[src/rtl/mips_mc_controller_if.sv]
// Controller <-> datapath bundle: IR fields, datapath flags, memory handshake,
// control strobes and status. The controller is the master, the datapath the slave.
interface mips_mc_controller_if;
    logic [5:0] op;
    logic [5:0] funct;
    logic       zero;
    logic       gt;
    logic       mem_ready;
    logic       iord;
    logic       memread;
    logic       memwrite;
    logic       irwrite;
    logic       pcen;
    logic [1:0] pcsrc;
    logic       alusrca;
    logic [1:0] alusrcb;
    logic [2:0] alucontrol;
    logic       regdst;
    logic       memtoreg;
    logic       regwrite;
    logic [3:0] state;
    logic       bad_op;
    logic       mem_timeout;

    modport master (
        input  op, funct, zero, gt, mem_ready,
        output iord, memread, memwrite, irwrite, pcen, pcsrc, alusrca, alusrcb,
               alucontrol, regdst, memtoreg, regwrite, state, bad_op, mem_timeout
    );

    modport slave (
        output op, funct, zero, gt, mem_ready,
        input  iord, memread, memwrite, irwrite, pcen, pcsrc, alusrca, alusrcb,
               alucontrol, regdst, memtoreg, regwrite, state, bad_op, mem_timeout
    );
endinterface

[src/rtl/mips_mc_controller.sv]
// Multicycle MIPS control FSM with ready-based shared-memory handshake and sticky traps.
// Define MEM_TIMEOUT_EN to add the memory wait counter and the timeout trap.
module mips_mc_controller #(
    parameter  int MEM_TIMEOUT = 16,
    localparam int TIMEOUT_W   = $clog2(MEM_TIMEOUT + 1)
) (
    input  logic                 clk,
    input  logic                 reset,
    mips_mc_controller_if.master bus
);

    typedef enum logic [3:0] {
        S_IDLE   = 4'd0,
        S_FETCH  = 4'd1,
        S_DECODE = 4'd2,
        S_MEMADR = 4'd3,
        S_MEMRD  = 4'd4,
        S_MEMWB  = 4'd5,
        S_MEMWR  = 4'd6,
        S_EXEC   = 4'd7,
        S_ALUWB  = 4'd8,
        S_BRANCH = 4'd9,
        S_IMMEX  = 4'd10,
        S_IMMWB  = 4'd11,
        S_JUMP   = 4'd12,
        S_TRAP   = 4'd15
    } state_e;

    localparam logic [5:0] OP_RTYPE = 6'b000000;
    localparam logic [5:0] OP_LW    = 6'b100011;
    localparam logic [5:0] OP_SW    = 6'b101011;
    localparam logic [5:0] OP_BEQ   = 6'b000100;
    localparam logic [5:0] OP_BNE   = 6'b000101;
    localparam logic [5:0] OP_BGT   = 6'b010101;
    localparam logic [5:0] OP_ADDI  = 6'b001000;
    localparam logic [5:0] OP_ANDI  = 6'b001100;
    localparam logic [5:0] OP_J     = 6'b000010;

    localparam logic [2:0] ALU_ADD  = 3'b010;
    localparam logic [2:0] ALU_SUB  = 3'b110;
    localparam logic [2:0] ALU_AND  = 3'b000;
    localparam logic [2:0] ALU_OR   = 3'b001;
    localparam logic [2:0] ALU_SLT  = 3'b111;
    localparam logic [2:0] ALU_SLTU = 3'b011;

    // fetch/jump/branch are internal qualifiers for the two non-Moore outputs
    typedef struct packed {
        logic       iord;
        logic       memread;
        logic       memwrite;
        logic       fetch;
        logic       jump;
        logic       branch;
        logic [1:0] pcsrc;
        logic       alusrca;
        logic [1:0] alusrcb;
        logic [2:0] alucontrol;
        logic       regdst;
        logic       memtoreg;
        logic       regwrite;
    } ctrl_t;

    function automatic logic funct_known(input logic [5:0] f);
        case (f)
            6'b100000, 6'b100010, 6'b100100,
            6'b100101, 6'b101010, 6'b101011: funct_known = 1'b1;
            default:                         funct_known = 1'b0;
        endcase
    endfunction

    function automatic logic [2:0] funct_alu(input logic [5:0] f);
        case (f)
            6'b100000: funct_alu = ALU_ADD;
            6'b100010: funct_alu = ALU_SUB;
            6'b100100: funct_alu = ALU_AND;
            6'b100101: funct_alu = ALU_OR;
            6'b101010: funct_alu = ALU_SLT;
            6'b101011: funct_alu = ALU_SLTU;
            default:   funct_alu = ALU_ADD;
        endcase
    endfunction

    function automatic ctrl_t ctrl_decode(input state_e s, input logic [5:0] op_v,
                                          input logic [5:0] f);
        ctrl_t c;
        c = '0;
        case (s)
            S_IDLE: c = '0;
            S_FETCH: begin
                c.memread    = 1'b1;
                c.fetch      = 1'b1;
                c.alusrcb    = 2'b01;
                c.alucontrol = ALU_ADD;
            end
            S_DECODE: begin
                c.alusrcb    = 2'b11;
                c.alucontrol = ALU_ADD;
            end
            S_MEMADR: begin
                c.alusrca    = 1'b1;
                c.alusrcb    = 2'b10;
                c.alucontrol = ALU_ADD;
            end
            S_MEMRD: begin
                c.iord    = 1'b1;
                c.memread = 1'b1;
            end
            S_MEMWB: begin
                c.memtoreg = 1'b1;
                c.regwrite = 1'b1;
            end
            S_MEMWR: begin
                c.iord     = 1'b1;
                c.memwrite = 1'b1;
            end
            S_EXEC: begin
                c.alusrca    = 1'b1;
                c.alusrcb    = 2'b00;
                c.alucontrol = funct_alu(f);
            end
            S_ALUWB: begin
                c.regdst   = 1'b1;
                c.regwrite = 1'b1;
            end
            S_BRANCH: begin
                c.alusrca    = 1'b1;
                c.alusrcb    = 2'b00;
                c.alucontrol = ALU_SUB;
                c.pcsrc      = 2'b01;
                c.branch     = 1'b1;
            end
            S_IMMEX: begin
                c.alusrca    = 1'b1;
                c.alusrcb    = 2'b10;
                c.alucontrol = (op_v == OP_ANDI) ? ALU_AND : ALU_ADD;
            end
            S_IMMWB: c.regwrite = 1'b1;
            S_JUMP: begin
                c.pcsrc = 2'b10;
                c.jump  = 1'b1;
            end
            S_TRAP:  c = '0;
            default: c = '0;
        endcase
        return c;
    endfunction

    state_e state_q;
    state_e state_d;
    ctrl_t  ctrl_q;
    logic   bad_op_q;
    logic   wait_hit_s;
    logic   taken_s;

`ifdef MEM_TIMEOUT_EN
    localparam logic [TIMEOUT_W-1:0] WAIT_LAST = TIMEOUT_W'(MEM_TIMEOUT - 1);

    logic [TIMEOUT_W-1:0] wait_cnt_q;
    logic                 mem_timeout_q;
    logic                 mem_state_s;

    assign mem_state_s     = (state_q == S_FETCH) || (state_q == S_MEMRD) || (state_q == S_MEMWR);
    // This cycle is the MEM_TIMEOUT-th consecutive wait; ready still wins
    assign wait_hit_s      = (wait_cnt_q == WAIT_LAST);
    assign bus.mem_timeout = mem_timeout_q;
`else
    assign wait_hit_s      = 1'b0;
    assign bus.mem_timeout = 1'b0;
`endif

    // Next-state selection
    always_comb begin
        state_d = state_q;
        case (state_q)
            S_IDLE: state_d = S_FETCH;
            S_FETCH: begin
                if (bus.mem_ready) begin
                    state_d = S_DECODE;
                end else if (wait_hit_s) begin
                    state_d = S_TRAP;
                end else begin
                    state_d = S_FETCH;
                end
            end
            S_DECODE: begin
                case (bus.op)
                    OP_RTYPE:              state_d = S_EXEC;
                    OP_LW, OP_SW:          state_d = S_MEMADR;
                    OP_BEQ, OP_BNE, OP_BGT: state_d = S_BRANCH;
                    OP_ADDI, OP_ANDI:      state_d = S_IMMEX;
                    OP_J:                  state_d = S_JUMP;
                    default:               state_d = S_TRAP;
                endcase
            end
            S_MEMADR: begin
                if (bus.op == OP_SW) begin
                    state_d = S_MEMWR;
                end else begin
                    state_d = S_MEMRD;
                end
            end
            S_MEMRD: begin
                if (bus.mem_ready) begin
                    state_d = S_MEMWB;
                end else if (wait_hit_s) begin
                    state_d = S_TRAP;
                end else begin
                    state_d = S_MEMRD;
                end
            end
            S_MEMWR: begin
                if (bus.mem_ready) begin
                    state_d = S_FETCH;
                end else if (wait_hit_s) begin
                    state_d = S_TRAP;
                end else begin
                    state_d = S_MEMWR;
                end
            end
            S_EXEC: begin
                if (funct_known(bus.funct)) begin
                    state_d = S_ALUWB;
                end else begin
                    state_d = S_TRAP;
                end
            end
            S_IMMEX: state_d = S_IMMWB;
            S_MEMWB, S_ALUWB, S_BRANCH, S_IMMWB, S_JUMP: state_d = S_FETCH;
            S_TRAP:  state_d = S_TRAP;
            default: state_d = S_TRAP;
        endcase
    end

    // Branch condition from the IR opcode and the datapath flags
    always_comb begin
        case (bus.op)
            OP_BEQ:  taken_s = bus.zero;
            OP_BNE:  taken_s = ~bus.zero;
            OP_BGT:  taken_s = bus.gt;
            default: taken_s = 1'b0;
        endcase
    end

    // State, control word registered for the state being entered, sticky status
    always_ff @(posedge clk or negedge reset) begin
        if (!reset) begin
            state_q  <= S_IDLE;
            ctrl_q   <= '0;
            bad_op_q <= 1'b0;
`ifdef MEM_TIMEOUT_EN
            wait_cnt_q    <= '0;
            mem_timeout_q <= 1'b0;
`endif
        end else begin
            state_q <= state_d;
            ctrl_q  <= ctrl_decode(state_d, bus.op, bus.funct);
            // Only DECODE and EXEC reach TRAP on an illegal encoding
            if ((state_d == S_TRAP) && ((state_q == S_DECODE) || (state_q == S_EXEC))) begin
                bad_op_q <= 1'b1;
            end
`ifdef MEM_TIMEOUT_EN
            if (state_d != state_q) begin
                wait_cnt_q <= '0;
            end else if (mem_state_s && !bus.mem_ready) begin
                wait_cnt_q <= wait_cnt_q + TIMEOUT_W'(1);
            end
            if ((state_d == S_TRAP) && mem_state_s) begin
                mem_timeout_q <= 1'b1;
            end
`endif
        end
    end

    assign bus.iord       = ctrl_q.iord;
    assign bus.memread    = ctrl_q.memread;
    assign bus.memwrite   = ctrl_q.memwrite;
    assign bus.pcsrc      = ctrl_q.pcsrc;
    assign bus.alusrca    = ctrl_q.alusrca;
    assign bus.alusrcb    = ctrl_q.alusrcb;
    assign bus.alucontrol = ctrl_q.alucontrol;
    assign bus.regdst     = ctrl_q.regdst;
    assign bus.memtoreg   = ctrl_q.memtoreg;
    assign bus.regwrite   = ctrl_q.regwrite;
    assign bus.irwrite    = ctrl_q.fetch & bus.mem_ready;
    assign bus.pcen       = (ctrl_q.fetch & bus.mem_ready) | ctrl_q.jump | (ctrl_q.branch & taken_s);
    assign bus.state      = state_q;
    assign bus.bad_op     = bad_op_q;

endmodule

[src/flat_wrapper.sv]
// flat-port wrapper written by rule: the top's interface ports become plain ports
module mips_mc_controller_flat 
#(
    parameter  int MEM_TIMEOUT = 16,
    localparam int TIMEOUT_W   = $clog2(MEM_TIMEOUT + 1)
)
  (clk, reset, bus_op, bus_funct, bus_zero, bus_gt, bus_mem_ready, bus_iord, bus_memread, bus_memwrite, bus_irwrite, bus_pcen, bus_pcsrc, bus_alusrca, bus_alusrcb, bus_alucontrol, bus_regdst, bus_memtoreg, bus_regwrite, bus_state, bus_bad_op, bus_mem_timeout);
  mips_mc_controller_if bus_i ();
  input  logic clk;
  input  logic reset;
  input wire logic [$bits(bus_i.op)-1:0] bus_op;
  input wire logic [$bits(bus_i.funct)-1:0] bus_funct;
  input wire logic [$bits(bus_i.zero)-1:0] bus_zero;
  input wire logic [$bits(bus_i.gt)-1:0] bus_gt;
  input wire logic [$bits(bus_i.mem_ready)-1:0] bus_mem_ready;
  output wire logic [$bits(bus_i.iord)-1:0] bus_iord;
  output wire logic [$bits(bus_i.memread)-1:0] bus_memread;
  output wire logic [$bits(bus_i.memwrite)-1:0] bus_memwrite;
  output wire logic [$bits(bus_i.irwrite)-1:0] bus_irwrite;
  output wire logic [$bits(bus_i.pcen)-1:0] bus_pcen;
  output wire logic [$bits(bus_i.pcsrc)-1:0] bus_pcsrc;
  output wire logic [$bits(bus_i.alusrca)-1:0] bus_alusrca;
  output wire logic [$bits(bus_i.alusrcb)-1:0] bus_alusrcb;
  output wire logic [$bits(bus_i.alucontrol)-1:0] bus_alucontrol;
  output wire logic [$bits(bus_i.regdst)-1:0] bus_regdst;
  output wire logic [$bits(bus_i.memtoreg)-1:0] bus_memtoreg;
  output wire logic [$bits(bus_i.regwrite)-1:0] bus_regwrite;
  output wire logic [$bits(bus_i.state)-1:0] bus_state;
  output wire logic [$bits(bus_i.bad_op)-1:0] bus_bad_op;
  output wire logic [$bits(bus_i.mem_timeout)-1:0] bus_mem_timeout;
  assign bus_i.op = bus_op;
  assign bus_i.funct = bus_funct;
  assign bus_i.zero = bus_zero;
  assign bus_i.gt = bus_gt;
  assign bus_i.mem_ready = bus_mem_ready;
  assign bus_iord = bus_i.iord;
  assign bus_memread = bus_i.memread;
  assign bus_memwrite = bus_i.memwrite;
  assign bus_irwrite = bus_i.irwrite;
  assign bus_pcen = bus_i.pcen;
  assign bus_pcsrc = bus_i.pcsrc;
  assign bus_alusrca = bus_i.alusrca;
  assign bus_alusrcb = bus_i.alusrcb;
  assign bus_alucontrol = bus_i.alucontrol;
  assign bus_regdst = bus_i.regdst;
  assign bus_memtoreg = bus_i.memtoreg;
  assign bus_regwrite = bus_i.regwrite;
  assign bus_state = bus_i.state;
  assign bus_bad_op = bus_i.bad_op;
  assign bus_mem_timeout = bus_i.mem_timeout;
  mips_mc_controller #(.MEM_TIMEOUT(MEM_TIMEOUT)) u_core (.clk(clk), .reset(reset), .bus(bus_i));
endmodule
[config.mk]
export PLATFORM = sky130hd
export DESIGN_NAME = mips_mc_controller_flat
export DESIGN_NICKNAME = d
export VERILOG_FILES = /design/src/rtl/mips_mc_controller_if.sv /design/src/rtl/mips_mc_controller.sv /design/src/flat_wrapper.sv
export SDC_FILE = /design/constraint.sdc
export NUM_CORES = 1
export LEC_CHECK = 0
export BUFFER_PORTS_ARGS = -buffer_cell sky130_fd_sc_hd__buf_2
export CAP_MARGIN = 25
export CORE_ASPECT_RATIO = 0.75
export CORE_UTILIZATION = 40
export DETAILED_ROUTE_END_ITERATION = 8
export HOLD_SLACK_MARGIN = 0.1
export PLACE_DENSITY = 0.62
export REMOVE_ABC_BUFFERS = 1
export SLEW_MARGIN = 5
export SYNTH_ARGS = -nofsm -noshare
export SYNTH_HDL_FRONTEND = slang
export SYNTH_SLANG_ARGS = --single-unit
export TNS_END_PERCENT = 20
[constraint.sdc]
create_clock -name clk -period 3.1 [get_ports clk]
set_clock_uncertainty 0.2 [all_clocks]
set_input_delay 0.465 -clock clk [delete_from_list [all_inputs] [get_ports clk]]
set_output_delay 0.465 -clock clk [all_outputs]
set_load 0.01 [all_outputs]
== Word level (Yosys, flattened, before mapping) ==
Cells that the tools add are included.

* Register bits after elaboration: 22
* Input bits: 17
* Output and inout port bits: 22
* Logic and storage cells: 96

* Equality and inequality tests: 39
* Multiplexer cells: 24
* Bitwise gates (word level): 5
* Reduce and logical (&&, ||, !) cells: 13

{| class="wikitable"
|+ Operators by type and width
! cell !! count
|-
| 6-bit == test (second input constant) || 8
|-
| 4-bit == test (second input constant) || 11
|-
| 4-bit by 3-bit == test with 1-bit output (second input constant) || 8
|-
| 4-bit one-hot mux with 8 select lines || 1
|-
| 5-bit one-hot mux with 6 select lines || 1
|-
| 4-bit one-hot mux with 5 select lines || 1
|-
| 4-bit by 2-bit == test with 1-bit output (second input constant) || 4
|-
| 3-bit one-hot mux with 5 select lines || 1
|-
| 1-bit 2-to-1 mux || 13
|-
| 6-bit by 3-bit == test with 1-bit output (second input constant) || 2
|-
| 6-bit by 4-bit == test with 1-bit output (second input constant) || 2
|-
| 6-bit OR reduction || 2
|-
| 4-bit by 1-bit == test with 1-bit output (second input constant) || 2
|-
| 2-bit OR reduction || 4
|-
| 6-bit by 2-bit == test with 1-bit output (second input constant) || 1
|-
| 6-bit by 5-bit == test with 1-bit output (second input constant) || 1
|-
| 6-bit zero test || 1
|-
| 2-bit 2-to-1 mux || 3
|-
| 3-bit 2-to-1 mux || 2
|-
| 3-bit OR reduction || 2
|-
| 4-bit zero test || 1
|-
| 2-bit one-hot mux with 2 select lines || 1
|-
| 4-bit OR reduction || 1
|-
| 1-bit one-hot mux with 3 select lines || 1
|-
| 5 further kinds || 7
|}

== Depth between registers and ports, before layout ==
* Depth in word-level cells: 9
* Mapped depth: 9
* Mapped depth without buffers: 8

== Worst setup path before layout ==
No wires, ideal clock.

* Path kind: flip-flop to flip-flop
* Start: register u_core.state_q[3], in the netlist u_core.bus.state[3]
* End: register u_core.ctrl_q, in the netlist u_core.bus.alucontrol[1]
* Library setup time: 0.080 ns
* Arrival time: 2.294 ns
* Required time: 2.820 ns
* Slack: 0.526 ns
* Stages on the path, launching flop included: 9
* Path buffers: 1
* Period minus slack after synthesis: 2.574 ns
* Cell sequence: dfrtp_1 > buf_6 > or3b_4 > or4_1 > o22ai_2 > o21ai_2 > or3_1 > mux2_4 > o211ai_2

* Cells in the longest elaborated chain, start to end: 5
* Elaborated cells between the ends (all ways): 22
* Those cells by class: eq/ne: 18; mux: 2; reduce/logical: 2

{| class="wikitable"
|+ RTL lines
! element !! RTL line !! RTL
|-
| start, declared || mips_mc_controller.sv:148 || <nowiki>state_e state_q;</nowiki>
|-
| start signal, assigned || mips_mc_controller.sv:255 || <nowiki>state_q <= state_d;</nowiki>
|-
| 4-bit by 3-bit == test with 1-bit output (tied with other cells) || mips_mc_controller.sv:174 || <nowiki>case (state_q)</nowiki>
|-
| 6-bit OR reduction (no line) || -- ||
|-
| 4-bit one-hot mux with 8 select lines * || mips_mc_controller.sv:174 ||
|-
| via u_core.state_d[0] || mips_mc_controller.sv:149 || <nowiki>state_e state_d;</nowiki>
|-
| 4-bit == test (tied with other cells) || mips_mc_controller.sv:87 || <nowiki>case (s)</nowiki>
|-
| 5-bit one-hot mux with 6 select lines * || mips_mc_controller.sv:87 ||
|-
| end signal, assigned || mips_mc_controller.sv:256 || <nowiki>ctrl_q <= ctrl_decode(state_d, bus.op, bus.funct);</nowiki>
|-
| end, declared || mips_mc_controller.sv:150 || <nowiki>ctrl_t ctrl_q;</nowiki>
|}

Mark *: on every way through the listed nets, which the timed path passes. The rest lies on a longest branch.
A chain may end at the register's enable or synchronous reset.

== Worst setup path in the final report ==
Ends and elaborated chain as after synthesis.

==> impl_metrics.tcl <==
set metrics [dict create \
    outcome "finished clean" \
    slowest_delay_ps 430 \
    clock_path_buffers 2 \
    post_cts_resize_count 0 \
    yosys.area.top_type "dfrtp_1" \
    p_seq_frac 0.290 \
    nFillCells 298 \
    crit_buf_inv 0 \
    placedInstanceArea_sq_mm 0.00143 \
    whs_endpoint "u_core.bus.bad_op" \
    grt_usage 0.188 \
    io_buffers 37 \
    hold_start "u_core.bus.bad_op" \
    post-route-period-util 0.839 \
    timing.rr.start "u_core.bus.state[3]" \
    r2r-end "u_core.bus.alucontrol[1]" \
    synth_area_leaders "dfrtp_1 41%, nor2_1 5.6%, buf_4 5.3%, nor2b_1 3.5%, nand2b_1 2.5%" \
    p_comb_frac 0.589 \
    multi_input_area_sq_um 627 \
    drcViolationCount 0 \
    hold_path_depth 1 \
    highest_layer "met4" \
    intPower_w 0.000798 \
    cts_sinks 21 \
    hold_viol 0 \
    min_path_type "register to register" \
    grt_antenna_before_repair 0 \
    drtAntennaViolNets 0 \
    initial_core_util 0.426 \
    ys_ff_latch 21 \
    cts_buffers 3 \
    final_common_cell "buf_2" \
    worstPathCellList "or3b_4, or4_1, o22ai_2, o21ai_2, or3_1, mux2_4, o211ai_2" \
    clkPwrFrac 0.121 \
    overflow 0 \
    place_hpwl_mm 2.16 \
    holdWs_ps 280 \
    synthFlopType "dfrtp_1" \
    crit_fanout 9 \
    antenna_cells 0 \
    p_switching_w 0.000628 \
    grt_max_degree 22 \
    clk_pin_slew_ps 70 \
    setup_viol 0 \
    leakagePower_nw 0.733 \
    drv_slew 0 \
    fp.dieArea_sq_mm 0.00340 \
    ys_async_sr_fraction 1.00 \
    htree_levels 1 \
    ys_seq_area_frac 0.415 \
    core.rowCount 17 \
    syn_area_per_cell_sq_um 9.39 \
    rsz0062_at_grt "no" \
    gp_congestion 0.916 \
    detail_route.vias_per_cell 5.43 \
    crit_type "register to register" \
    ir_worst_vdd_uv 397 \
    final_cell_mix "37 x buf_2, 21 x dfrtp_1, 19 x nor2_1" \
    clock_latency_ps 250 \
    grt_pass1_vias 1074 \
    max_slew_margin 0.637 \
    nNetsFinal 184 \
    core_area_sq_mm 0.00298 \
    worstMarginPinSlew_ps 542 \
    powerDensity_mw_per_mm2 960 \
    synth_top_cell_area_share 0.415 \
    worst_ep_arrival_time_ps 2580 \
    die_width_microns 67 \
    drt_iter0_drc 26 \
    finalSetupTns_ps 0 \
    period_needed_ps 2600 \
    register_area_sq_um 526 \
    final_area_sq_mm 0.00149 \
    syn_area_sq_mm 0.00127 \
    grt_pass1_wl_mm 4.83 \
    final_core_util 0.499 \
    r2r_cells 7 \
    wl_met3_microns 145 \
    firstDrtPassIters 4 \
    routed_wl_mm 2.80 \
    fmax_mhz 384 \
    switching_share 0.440 \
    io_pins 39 \
    cp-start-kind "register" \
    via_count 1107 \
    yosysWarnings 0 \
    area_growth_syn_to_layout_pct 17.2 \
    routedWlPerCell_microns 13.7 \
    critical_path.top_delay_family "simple AND/OR/NAND/NOR gates" \
    r2r_setup_slack_ps 500 \
    synth_edf_count 0 \
    root_buffer "clkbuf_8" \
    synth_cell_types 53 \
    cts_tree "built" \
    met1_length_mm 1.34 \
    postCtsSetupRepairBufs 0 \
    slowest_stage "or4_1" \
    required_ps 3080 \
    cts_hold_buf 1 \
    synth_cells 135 \
    wl_met2_mm 1.29 \
    cp-end-kind "register" \
    max_cap_viol_count 0 \
    drive_above_1_share 0.325 \
    die_y_microns 50.8 \
]
==> power groups by stage <==
stage | clock (W) | sequential (W) | combinational (W)
after global routing | 0.000191 | 0.000424 | 0.000932
after floorplan | 0 | 0.000486 | 0.000482
after detailed placement | 0 | 0.000419 | 0.000837
final | 0.000173 | 0.000413 | 0.000839
after CTS | 0.000182 | 0.000414 | 0.000840
after global placement | 0 | 0.000415 | 0.000823
==> registers in the layout (all words and copies together), names as in the netlist <==
signal / count
u_core.bus.alusrcb: 2
u_core.bus.regwrite: 1
u_core.bus.pcsrc: 2
u_core.ctrl_q: 2
u_core.bus.state: 4
u_core.bus.alusrca: 1
u_core.bus.iord: 1
u_core.bus.regdst: 1
u_core.bus.memread: 1
u_core.bus.memtoreg: 1
u_core.bus.memwrite: 1
u_core.bus.alucontrol: 3
u_core.bus.bad_op: 1
==> Yosys cell counts (all sizes together) (2+ instances only) <==
master and number:
nor3b 2, inv 4, nor2b 7, o211ai 3
nand3 2, dfrtp 21, o31ai 2, nand2 5
and4 2, nor3 2, clkbuf 3, and2 2
nor2 19, or3b 2, o22ai 2, o21ai 5
mux2i 2, nand2b 5, a31oi 2, a41o 2
buf 12, xnor2 2, nand3b 2, a21oi 4
==> area by class of cell <==
class	instances	share of cell area
Sequential cell	21	0.354
Inverter	4	0.0101
Clock buffer	4	0.0303
Multi-Input combinational cell	95	0.422
Tap cell	38	0.0320
Timing Repair Buffer	42	0.152
==> per-stage QoR <==
| stage | power, W | worst slack [ps] | cells |
|---|---|---|---|
| 2_1_floorplan | 0.000968 | 542 | 120 |
| 3_3_place_gp | 0.00124 | 396 | 199 |
| 3_5_place_dp | 0.00126 | 322 | 199 |
| 4_1_cts | 0.00144 | 512 | 204 |
| 5_1_grt | 0.00155 | 452 | 204 |
| 6_report | 0.00143 | 499 | 204 |
==> worst max-delay path by stage <==
stage                                to  cells past startpoint           startpoint  slack [ps]
2_1_floorplan  u_core.bus.alucontrol[1]                      7  u_core.bus.state[3]         540
3_3_place_gp   u_core.bus.alucontrol[1]                      8            bus_op[4]         400
3_5_place_dp   u_core.bus.alucontrol[1]                      8            bus_op[4]         320
4_1_cts        u_core.bus.alucontrol[1]                      7  u_core.bus.state[3]         510
5_1_grt        u_core.bus.alucontrol[2]                      8            bus_op[4]         450
6_report       u_core.bus.alucontrol[1]                      7  u_core.bus.state[3]         500
==> cells by family (layout without fill, tap and decap cells) <==
kind of cell | count (synthesis) | in the layout | share of synthesized area
AND/OR/NAND/NOR | 57 | 57 | 0.254
AO/OA/AOI/OAI | 31 | 31 | 0.190
multiplexers | 3 | 3 | 0.0276
flip-flops | 21 | 21 | 0.415
XOR/XNOR | 3 | 3 | 0.0207
other | 1 | 1 | 0.00296
buffers and inverters | 19 | 50 | 0.0908
==> per-layer routing <==
metal	vias up	GRT usage
met5	-	0
li1	540	-
met1	535	0.252
met3	2	0.0477
met2	30	0.305
met4	0	0.0355
Power figures use the tool's default switching activity.
